`src/rtl/axis_interpolator.sv`:
```
// Two-channel linear interpolator: upsamples an AXI-Stream sample pair by
// 2**INTERP_LOG2 and packs saturated DAC words; repeats the last sample on underrun.
module axis_interpolator #(
    parameter int INTERP_LOG2                       = 2,
    parameter int AXIS_SIGNAL_TDATA_WIDTH           = 32,
    parameter int AXIS_SIGNAL_DATA_WIDTH            = 16,
    parameter int AXIS_SIGNAL_SIGNIFICANT_DATA_WIDTH = 14
) (
    input  logic                               aclk,
    input  logic                               aresetn,
    input  logic [AXIS_SIGNAL_DATA_WIDTH-1:0]  S_AXIS_S0_tdata,
    input  logic [AXIS_SIGNAL_DATA_WIDTH-1:0]  S_AXIS_S1_tdata,
    input  logic                               S_AXIS_tvalid,
    output logic                               S_AXIS_tready,
    output logic [AXIS_SIGNAL_TDATA_WIDTH-1:0] M_AXIS_DAC_tdata,
    output logic                               M_AXIS_DAC_tvalid,
    input  logic                               M_AXIS_DAC_tready,
    output logic [15:0]                        underrun_count
);

    localparam int DW = AXIS_SIGNAL_DATA_WIDTH;
    localparam int TW = AXIS_SIGNAL_TDATA_WIDTH;
    localparam int AW = DW + INTERP_LOG2 + 2;
    localparam logic signed [AW-1:0] SMAX =
        AW'(2 ** (AXIS_SIGNAL_SIGNIFICANT_DATA_WIDTH - 1) - 1);
    localparam logic signed [AW-1:0] SMIN = ~SMAX;

    typedef enum logic [1:0] {IDLE, RUN, HOLD} state_t;

    state_t                   state, state_d;
    logic [INTERP_LOG2-1:0]   phase, phase_d;
    logic signed [DW-1:0]     p0, c0, p1, c1;
    logic signed [DW-1:0]     p0_d, c0_d, p1_d, c1_d;
    logic signed [AW-1:0]     acc0, acc1, acc0_d, acc1_d;
    logic [15:0]              urun, urun_d;
    logic                     armed;
    logic                     in_xfer, out_xfer, last_ph;

    function automatic logic signed [AW-1:0] sx(input logic signed [DW-1:0] v);
        return {{(AW-DW){v[DW-1]}}, v};
    endfunction

    function automatic logic [DW-1:0] sat(input logic signed [AW-1:0] v);
        if (v > SMAX) return SMAX[DW-1:0];
        if (v < SMIN) return SMIN[DW-1:0];
        return v[DW-1:0];
    endfunction

    assign last_ph  = &phase;
    assign in_xfer  = S_AXIS_tvalid & S_AXIS_tready;
    assign out_xfer = M_AXIS_DAC_tvalid & M_AXIS_DAC_tready;

    // armed holds tready low until the first edge after reset release
    always_comb begin
        S_AXIS_tready = 1'b0;
        unique case (state)
            IDLE:    S_AXIS_tready = armed;
            HOLD:    S_AXIS_tready = armed;
            RUN:     S_AXIS_tready = armed & last_ph & M_AXIS_DAC_tready;
            default: S_AXIS_tready = 1'b0;
        endcase
    end

    always_comb begin
        M_AXIS_DAC_tvalid = 1'b0;
        M_AXIS_DAC_tdata  = '0;
        unique case (state)
            RUN: begin
                M_AXIS_DAC_tvalid = 1'b1;
                M_AXIS_DAC_tdata  = TW'({sat(acc1 >>> INTERP_LOG2),
                                         sat(acc0 >>> INTERP_LOG2)});
            end
            HOLD: begin
                M_AXIS_DAC_tvalid = 1'b1;
                M_AXIS_DAC_tdata  = TW'({sat(sx(c1)), sat(sx(c0))});
            end
            default: begin
                M_AXIS_DAC_tvalid = 1'b0;
                M_AXIS_DAC_tdata  = '0;
            end
        endcase
    end

    always_comb begin
        state_d = state;
        phase_d = phase;
        p0_d    = p0;
        c0_d    = c0;
        p1_d    = p1;
        c1_d    = c1;
        acc0_d  = acc0;
        acc1_d  = acc1;
        urun_d  = urun;
        unique case (state)
            IDLE: begin
                if (in_xfer) begin
                    p0_d    = S_AXIS_S0_tdata;
                    c0_d    = S_AXIS_S0_tdata;
                    p1_d    = S_AXIS_S1_tdata;
                    c1_d    = S_AXIS_S1_tdata;
                    acc0_d  = sx(S_AXIS_S0_tdata) <<< INTERP_LOG2;
                    acc1_d  = sx(S_AXIS_S1_tdata) <<< INTERP_LOG2;
                    phase_d = '0;
                    state_d = RUN;
                end
            end
            RUN: begin
                if (out_xfer && !last_ph) begin
                    phase_d = phase + INTERP_LOG2'(1);
                    acc0_d  = acc0 + (sx(c0) - sx(p0));
                    acc1_d  = acc1 + (sx(c1) - sx(p1));
                end else if (out_xfer && !in_xfer) begin
                    state_d = HOLD;
                end
            end
            HOLD: begin
                if (out_xfer && urun != 16'hFFFF) urun_d = urun + 16'd1;
                if (in_xfer) state_d = RUN;
            end
            default: state_d = IDLE;
        endcase
        // a new segment always ramps away from the previous current sample
        if (in_xfer && state != IDLE) begin
            p0_d    = c0;
            c0_d    = S_AXIS_S0_tdata;
            p1_d    = c1;
            c1_d    = S_AXIS_S1_tdata;
            acc0_d  = sx(c0) <<< INTERP_LOG2;
            acc1_d  = sx(c1) <<< INTERP_LOG2;
            phase_d = '0;
        end
    end

    always_ff @(posedge aclk or negedge aresetn) begin
        if (!aresetn) begin
            state <= IDLE;
            phase <= '0;
            p0    <= '0;
            c0    <= '0;
            p1    <= '0;
            c1    <= '0;
            acc0  <= '0;
            acc1  <= '0;
            urun  <= '0;
            armed <= 1'b0;
        end else begin
            state <= state_d;
            phase <= phase_d;
            p0    <= p0_d;
            c0    <= c0_d;
            p1    <= p1_d;
            c1    <= c1_d;
            acc0  <= acc0_d;
            acc1  <= acc1_d;
            urun  <= urun_d;
            armed <= 1'b1;
        end
    end

    assign underrun_count = urun;

endmodule

```
`config.mk`:
```
export PLATFORM = sky130hd
export DESIGN_NAME = axis_interpolator
export DESIGN_NICKNAME = d
export VERILOG_FILES = /design/src/rtl/axis_interpolator.sv
export SDC_FILE = /design/constraint.sdc
export NUM_CORES = 1
export LEC_CHECK = 0
export ABC_CLOCK_PERIOD_IN_PS = 5900
export CELL_PAD_IN_SITES_DETAIL_PLACEMENT = 0
export CELL_PAD_IN_SITES_GLOBAL_PLACEMENT = 1
export CORE_MARGIN = 2
export CORE_UTILIZATION = 25
export DETAILED_ROUTE_END_ITERATION = 8
export PLACE_DENSITY = 0.53
export SETUP_SLACK_MARGIN = 0.3
export SYNTH_ARGS = -nofsm -noshare
export SYNTH_HDL_FRONTEND = slang
export SYNTH_SLANG_ARGS = --single-unit
export TNS_END_PERCENT = 30
```
`constraint.sdc`:
```
create_clock -name aclk -period 5.9 [get_ports aclk]
set_input_delay 1.18 -clock aclk [delete_from_list [all_inputs] [get_ports aclk]]
set_output_delay 1.18 -clock aclk [all_outputs]
set_load 0.02 [all_outputs]
```
# Word-level counts from Yosys, hierarchy flattened
# Index checks and enable logic that the tools add are counted.
op_classes:
  muxes: 63
  n_reduce_logical: 18
  mul: 0
  n_eq_ne: 8
  addsub: 6
  n_bitwise: 4
  shift: 0
  div_mod_pow: 0
  order_cmp: 8
op_table:
  columns: ["op", "n"]
  rows:
  - ["2-to-1 mux 16 bit", 24]
  - ["2-to-1 mux 20 bit", 6]
  - ["case mux 20 bit (2 select lines)", 2]
  - ["case mux 32 bit (2 select lines)", 1]
  - ["adder 20 x 17 -> 20 bit", 2]
  - ["> comparator 18 x 14 -> 1 bit, second input constant", 2]
  - ["less-than comparator 18 x 14 -> 1 bit, second input constant", 2]
  - ["subtractor 16 x 16 -> 17 bit", 2]
  - ["> comparator 16 x 14 -> 1 bit, second input constant", 2]
  - ["less-than comparator 16 x 14 -> 1 bit, second input constant", 2]
  - ["2-to-1 mux 1 bit", 21]
  - ["adder 16 x 1 -> 16 bit, second input constant", 1]
  - ["inequality test 16 bit, second input constant", 1]
  - ["2-to-1 mux 2 bit", 6]
  - ["case mux 2 bit (2 select lines)", 2]
  - ["inequality test 3 bit, second input constant", 2]
  - ["AND reduction 2 bit", 3]
  - ["AND reduction 3 bit", 2]
  - ["nonzero test 2 bit", 3]
  - ["AND 1 bit", 4]
  - ["logical AND 1 bit", 4]
  - ["inequality test 2 bit, second input constant", 2]
  - ["OR reduction 2 bit", 2]
  - ["nonzero test 3 bit", 1]
  - ["7 further kinds", 8]
totals:
  ram_bits: 0
  mem_count: 0
  word_cells: 117
  regBits: 125
  latch_bits: 0
  output_inout_bits: 50
  romBits: 0

# Logic depth before layout (Yosys ltp)
# Gate-level depths: netlist of the first run.
logic_depth:
  ltp_word: 10
  mapped_depth: 12

# Worst setup path before layout of the first run
# Ideal clock, no wire load.
synth_path:
  path_type: "register to output"
  start: "reg state[1]"
  end: "out M_AXIS_DAC_tdata[13]"
  path_buffers: 3
  slack_ns: 2.454
  arrival_ns: 2.266
  required_time_ns: 4.720
  path_stages_with_launch: 8
  cell_sequence: "dfrtp_1 -> inv_1 -> ha_1 -> clkbuf_1 -> clkbuf_1 -> clkbuf_1 -> nand2_1 -> a21boi_0"
synth_between:
  elab_chain_len: 2
synth_lines:
  columns: ["item", "line_no", "text"]
  rows:
  - ["start, declared", "30", "state_t state, state_d;"]
  - ["start signal, assigned", "147", "state <= state_d;"]
  - ["== test 2 bit or == test 2 x 1 -> 1 bit (tied branches)", "67", "unique case (state)"]
  - ["case mux 32 bit (2 select lines) (*)", "67", null]
  - ["end, declared", "15", "output logic [AXIS_SIGNAL_TDATA_WIDTH-1:0] M_AXIS_DAC_tdata,"]
# Mark *: on every way between the ends. The rest lies on a longest branch, timed or not.

# Final worst setup path of the first run
layout_path:
  start: "reg state[0]"
  end: "out M_AXIS_DAC_tdata[15]"
# The elaborated chain is that of the path after synthesis.

==> impl_summary.md, run 1 <==
Layout
The number of antenna diodes in the final layout is 0. The layout-stage area growth over the synthesis result is 20.5%. The number of nets in the layout is between 1,000 and 1,500. In the final layout, the share of cells above drive strength 1 is 0.0504. For this run, the share of the core covered by cells in the final layout is 0.307.

Setup path
The reg-to-reg critical path startpoint is state[1]. The critical path data required time is 4.72 ns. The element type at the critical path end is an output pin. STA classifies the critical path startpoint as a register. The launching instance or port of the critical path is state[0].

The arrival time at the worst endpoint is between 3 and 4 ns. The kind of critical path is reg -> out. The most critical setup path has its endpoint at M_AXIS_DAC_tdata[15]. The slack of the worst reg-to-reg path is around 1.9 ns. For the worst flop-to-flop path, the logic depth is 10. Along the worst path, the maximum fanout reaches 19.

The worst register-to-register path ends at acc1[19].

Synthesis
The synthesized area divided by synthesized cell count is between 8 and 9 um^2. The cell with the most instances after synthesis is sky130_fd_sc_hd__inv_1. The count of yosys warnings during synthesis is 0. The share of the Yosys chip area taken by registers is 0.316. After synthesis, the cell types taking the most area are sky130_fd_sc_hd__dfrtp_1, sky130_fd_sc_hd__fa_1, sky130_fd_sc_hd__o21ai_0. The share of synthesized flip-flops with an asynchronous set or reset is 1.00. The cell count after synthesis came out at 1,204. The synthesized netlist occupies a cell area of between 9000 and 10,000 um^2.

The count of unique library cells instantiated by Yosys is 70. The most used flip-flop cell after synthesis is sky130_fd_sc_hd__dfrtp_1. Counting every net in the synthesized netlist gives 1,328.

The commonest cells after synthesis are sky130_fd_sc_hd__inv_1, sky130_fd_sc_hd__o21ai_0, sky130_fd_sc_hd__dfrtp_1. The share of synthesized area in the top cell type comes to 0.316. After synthesis the netlist holds a flip-flop and latch count of roughly 130. Yosys mapped a number of flops with a built-in enable equal to 0.

Of all cell types, the one taking the most synthesized area is sky130_fd_sc_hd__dfrtp_1.

Floorplanning
In this run the standard cell core region covers 38,900 um^2. The effective utilization at floorplan is 0.255. The width of the chip is 203 um. The die covers 41,200 um^2. The number of core rows is 72. During I/O placement, the number of pins put on the boundary was 86. The die is about 200 um tall.

Worst hold path
In this run the worst hold path is classified as reg -> reg.

Clock tree
The H-tree was split into 4 levels. Clock-pin slew was measured on the worst setup and hold paths at around 0.06 ns. Post-CTS timing repair inserted 0 buffers for setup. TritonCTS built the clock tree. In this run the clock root is driven by a sky130_fd_sc_hd__clkbuf_16. The maximum buffer depth of the clock tree is 2.

The number of clock sinks seen by CTS is 125. The number of gates resized after cts is 0. The count of hold-fix buffers inserted at cts is 0. The later pin in the worst-skew pair is clocked with a latency of between 0.4 and 0.5 ns.

The number of buffers added by the clock tree synthesis step is 17.

Routing
The routed design has between 30,000 and 40,000 um of wire. The total via count after detailed routing is 8,735. In the final routed layout, each cell accounts on average for 18.5 um. In the routed design, unresolved DRC markers number 0.

The first detailed-routing pass ran for 4 iterations. Dividing the detail-routed via count by the number of cells gives 4.89. In this run, the number of DRC markers left after iteration 0 of detailed routing was 432. Once detail routing completed, the nets flagged for antenna violations numbered 0.

Placement
During placement, the flow inserted port buffers numbering 85. At the end of routability-driven placement, the weighted congestion stood at 0.777. After legalization and detailed placement, the total HPWL measured 23,400 um.

STA
Dividing the final minimum period by the clock period gives 0.783. The final max-slew violation count is 0. After layout, the minimum clock period comes to ~4.6 ns. The slew at the pin closest to its max-slew limit is 1.01 ns.

The worst slew margin relative to its limit is 0.325. The worst hold slack after final layout is 0.487 ns. The summed negative setup slack over all endpoints is 0 ns. Setup repair after global routing left no endpoint under its margin. The peak clock frequency supported by timing is 217 MHz. The number of hold violations in the final report is 0. The final clock skew is about 0.0080 ns. The final-report setup violation count is 0.

Global route
The global-route wire length before repair is roughly 53,000 um. The initial antenna violation count is 0. For this run, the total global-route usage over all layers was measured as 0.167. For this run the aggregate overflow at the end of global routing stands at 0. Entering global routing, the biggest net connects 87 pins. The via count of the first global-routing pass is 8,938.

Flow run
The count of maximum capacitance violations is 0.

Status
The run finished with clean final reports.
==> per-stage QoR <==
step	worst slack, ns	std cells	area, um^2
floorplan	2.45	1204	9910
global placement	1.71	1755	11300
detailed placement	1.65	1755	11300
CTS	1.25	1787	11900
global route	1.13	1787	11900
finish	1.28	1787	11900
==> kinds of logic (layout without fill, tap and decap cells) <==
| family | Yosys count | in the layout | share of synthesized area |
|---|---|---|---|
| other | 1 | 1 | 0.000378 |
| AND/OR/NAND/NOR | 301 | 301 | 0.141 |
| flip-flops | 125 | 125 | 0.316 |
| buffers and inverters | 228 | 293 | 0.0891 |
| XOR/XNOR | 38 | 38 | 0.0336 |
| AO/OA/AOI/OAI | 378 | 378 | 0.234 |
| multiplexers | 45 | 45 | 0.0460 |
| adder cells (fa/ha/maj) | 88 | 88 | 0.140 |
==> placed cells by master, fill, tap and decap left out, drive strengths merged, types with 10 or more instances in the layout <==
cell type,instances
nand4,15
a221oi,10
fa,38
nor2,107
clkdlybuf4s50,84
dfrtp,125
ha,50
o21ai,143
mux2i,41
a211oi,11
o31ai,11
nand2,88
buf,16
a21oi,90
xnor2,29
nor3,18
nand3,21
inv,162
o211ai,12
clkbuf,18
a21boi,33
==> cell type report <==
type / instances / area, um^2
Fill cell: 4181 / 27000
Clock buffer: 18 / 439
Tap cell: 518 / 648
Multi-Input combinational cell: 851 / 5920
Clock inverter: 14 / 216
Inverter: 161 / 604
Sequential cell: 125 / 3130
Timing Repair Buffer: 100 / 977
==> per-layer routing <==
layer | vias up | global-route usage | wire [um]
met4 | 0 | 0.0521 | 682
met5 | - | 0 | 0
met3 | 31 | 0.0281 | 1040
li1 | 4254 | - | -
met1 | 4298 | 0.240 | 16900
met2 | 152 | 0.255 | 14500
==> how the worst min path moves through the flow <==
stage                       from           endpoint  slack [ns]  cells past startpoint
2_1_floorplan            acc0[1]            acc0[1]        0.45                      2
3_3_place_gp             acc0[1]            acc0[1]        0.46                      2
3_5_place_dp            phase[1]           phase[1]        0.48                      2
4_1_cts                 phase[1]           phase[1]        0.49                      2
5_1_grt        underrun_count[9]  underrun_count[9]        0.52                      1
6_report       underrun_count[9]  underrun_count[9]        0.49                      1
==> flip-flops by register name, indices dropped and copies added, names as in the netlist <==
signal          cells
phase               2
armed               1
acc1               20
p1                 16
acc0               20
c0                 16
c1                 16
state               2
p0                 16
underrun_count     16
==> worst max-delay path, cell delays in order, from the launching register on <==
cell	delay [ns]
sky130_fd_sc_hd__dfrtp_1	0.43
sky130_fd_sc_hd__inv_1	0.13
sky130_fd_sc_hd__ha_1	0.73
sky130_fd_sc_hd__buf_4	0.41
sky130_fd_sc_hd__or3b_2	0.46
sky130_fd_sc_hd__a21boi_0	0.20
sky130_fd_sc_hd__clkdlybuf4s50_1	0.63
Power of run 1 is left out: the tool's default activity adds up to more than one toggle a clock period on the data nets, which glitch-free logic cannot reach.
==> run 2, diff against run 1 <==
Settings changed: ABC_CLOCK_PERIOD_IN_PS 5900 to 3800, PLACE_DENSITY 0.53 to 0.54.
Clock period 5.9 ns to 3.8 ns, I/O delays scaled along.
==> run 2 against run 1 <==
Setup slack got worse by 1.1 ns. Global-route usage fell by 0.30 points. Cell area rose by 1.7%. Highest routed layer unchanged.
==> impl_summary.md, run 2 (same netlist as run 1, synthesis figures left out) <==
Flow run
The count of maximum capacitance violations came to 0 (unchanged).

Layout
The library cells used most frequently in the layout, excluding fill and tap cells, are sky130_fd_sc_hd__inv_1, sky130_fd_sc_hd__o21ai_0, sky130_fd_sc_hd__dfrtp_1, sky130_fd_sc_hd__nor2_1, sky130_fd_sc_hd__a21oi_1. The number of antenna repair diodes is 0 (unchanged). The area growth from synthesis to layout is 22.5%. The share of layout cells above drive strength 1 is 0.0699 (+0.0194). In the final layout, the registers with the most flip-flops are acc0: 20 flops, acc1: 20 flops. The number of nets in the layout is 1,399 (+1.4%). The number of filler instances in the final layout is 4,207 (+0.62%). The library cell used most frequently in the layout, excluding fill and tap cells, is sky130_fd_sc_hd__inv_1.

STA
The slew at the pin closest to its max-slew limit is 0.640 ns (-0.370 ns). Setup repair after global routing could not meet its margin everywhere. The clock period minus worst slack is 3.62 ns.

The summed negative setup slack over all endpoints came to 0 ns (unchanged). The final max-slew violation count is 0 (unchanged). The worst slew margin relative to its limit is 0.569 (+0.244).

The final worst-path cycle share is 0.954. Static timing analysis puts the maximum clock frequency at 276 MHz. The final clock skew is 0.0156 ns (+0.00756 ns). The final-report setup violation count is 0 (unchanged). The number of hold violations in the final report came to 0 (unchanged).

Routing
The number of nets with antenna violations after routing is 0 (unchanged). The via density per instance is 4.83 (-1.2%). The average detailed-routed wire length per instance came to 18.2 um (-1.8%). The total via count after detailed routing is 8,720 (-0.17%). The number of optimization iterations in the first detailed-route pass was 5 (+1). The final routed DRC violation total is 0 (unchanged). The total detailed-routing wirelength came to 32,900 um (-0.79%). The violation count after the first detailed-route iteration is 565 (+31%).

Setup path
The delay contributed by the slowest stage of the critical path is 0.68 ns (-0.05 ns). The critical path data required time is 3.04 ns (-1.68 ns). The type of element launching the critical path is a register.

The critical path in this run is classified as reg -> out. The slowest stage of the critical path is the sky130_fd_sc_hd__clkdlybuf4s50_1 cell. The arrival time at the worst endpoint is 2.86 ns (-0.58 ns). The highest fanout seen on the critical path was 21 (+2). STA classifies the critical path endpoint as an output pin.

The slack of the worst reg-to-reg path is 0.56 ns (-1.37 ns). The endpoint identified for the worst register-to-register timing path is acc0[9]. Traced cell by cell, the critical path runs through inv_1 -> ha_2 -> buf_12 -> a21boi_0 -> clkdlybuf4s50_1.

The number of cells traversed by the worst register-to-register path is 10 (unchanged). The reg-to-reg critical path startpoint is c0[1].

Clock tree
The number of setup buffers added after CTS came to 0 (unchanged). The count of H-tree levels built during CTS was 4 (unchanged). The number of buffers added by the clock tree synthesis step is 17 (unchanged).

TritonCTS built the clock tree. The number of clock sinks seen by CTS is 125 (unchanged). The insertion delay to the later sink of the worst-skew pair is 0.45 ns (about the same). The maximum buffer depth of the clock tree is 2 (unchanged). The clock transition at the register clock pins on the worst setup and hold paths after CTS is 0.06 ns (about the same). In this run the clock root is driven by a sky130_fd_sc_hd__clkbuf_16.

Floorplanning
The number of top-level design ports is 86 (unchanged). The width of the chip came to 203 um (unchanged). The y dimension of the die was 203 um (unchanged). The number of core rows is 72 (unchanged).

The area of the core region is 38,900 um^2 (unchanged). The effective utilization at floorplan is 0.255 (unchanged). The die area is 41,200 um^2 (unchanged).

Global route
The initial antenna violation count is 0 (unchanged). The global-route congestion overflow total is 0 (unchanged). The maximum number of pins on one net before global-route repair is 59 (-32%). The global-route wire length before repair is 52,400 um (-1.6%). The via count of the first global-routing pass came to 8,774 (-1.8%). The total routing resource utilization after global routing was 0.164 (-0.00303).

Placement
The final weighted congestion of routability-driven global placement came to 0.793 (+2.0%). The detailed-placement wirelength estimate is 24,200 um (+3.5%). The port buffer count is 85 (unchanged).

Worst hold path
The worst min-delay path category is in -> async.

Status
The run finished with clean final reports.
[run 2: cell count changes in the layout (fill, tap and decap cells not counted), sizes merged]
cell           before  now
clkdlybuf4s50      84   73
bufinv              5    4
dlygate4sd2         0    6
clkinvlp            4    1
clkbuf             18   22
buf                16   35
clkinv              4    5
dlymetal6s2s        0    5
inv               162  161
[run 2: worst max-delay path: cells and delay by family (launching register included)]
family | cells | cell delay, ns
buffers and inverters | 3 | 1.01
AO/OA/AOI/OAI | 1 | 0.30
adder cells (fa/ha/maj) | 1 | 0.67
flip-flops | 1 | 0.44
[run 2: how the worst max path moves through the flow]
stage / start / end
global route: state[0] / M_AXIS_DAC_tdata[4]
global placement: c1[15] / M_AXIS_DAC_tdata[17]
CTS: state[1] / M_AXIS_DAC_tdata[20]
floorplan: state[1] / M_AXIS_DAC_tdata[13]
finish: state[1] / M_AXIS_DAC_tdata[15]
detailed placement: c1[15] / M_AXIS_DAC_tdata[17]
[run 2: final cells by class]
class | count | area [um^2] | share of cell area
clock buffer | 22 | 484 | 0.0399
clock inverter | 10 | 160 | 0.0132
sequential | 125 | 3130 | 0.258
tap | 518 | 648 | 0.0534
inverter | 161 | 604 | 0.0498
timing repair buffer | 119 | 1160 | 0.0958
multi-input combinational | 851 | 5950 | 0.490
[run 2: metal layers]
layer	vias up	part of all wire	track usage	routed length, um
met4	0	0.0097	0.0412	318
li1	4290	-	-	-
met5	-	0	0	0
met3	17	0.034	0.0247	1110
met2	159	0.45	0.255	14800
met1	4254	0.51	0.238	16600
[run 2: what timing repair did]
item	CTS	global route
resized for setup	15	7
hold buffers	0	0
setup endpoints to repair	32	29
[run 2: per-stage QoR]
stage / cells / hold slack (ns) / instance area [um^2] / worst slack (ns) / utilization
2_1_floorplan: 1204 / 0.449 / 9910 / 0.774 / -
3_3_place_gp: 1774 / 0.464 / 11500 / 0.299 / 0.294
4_1_cts: 1806 / 0.341 / 12100 / 0.153 / 0.311
3_5_place_dp: 1774 / 0.471 / 11500 / 0.347 / 0.294
6_report: 1806 / 0.313 / 12100 / 0.175 / 0.312
5_1_grt: 1806 / 0.359 / 12100 / 0.0902 / 0.312
Power of run 2 is left out for the same reason.
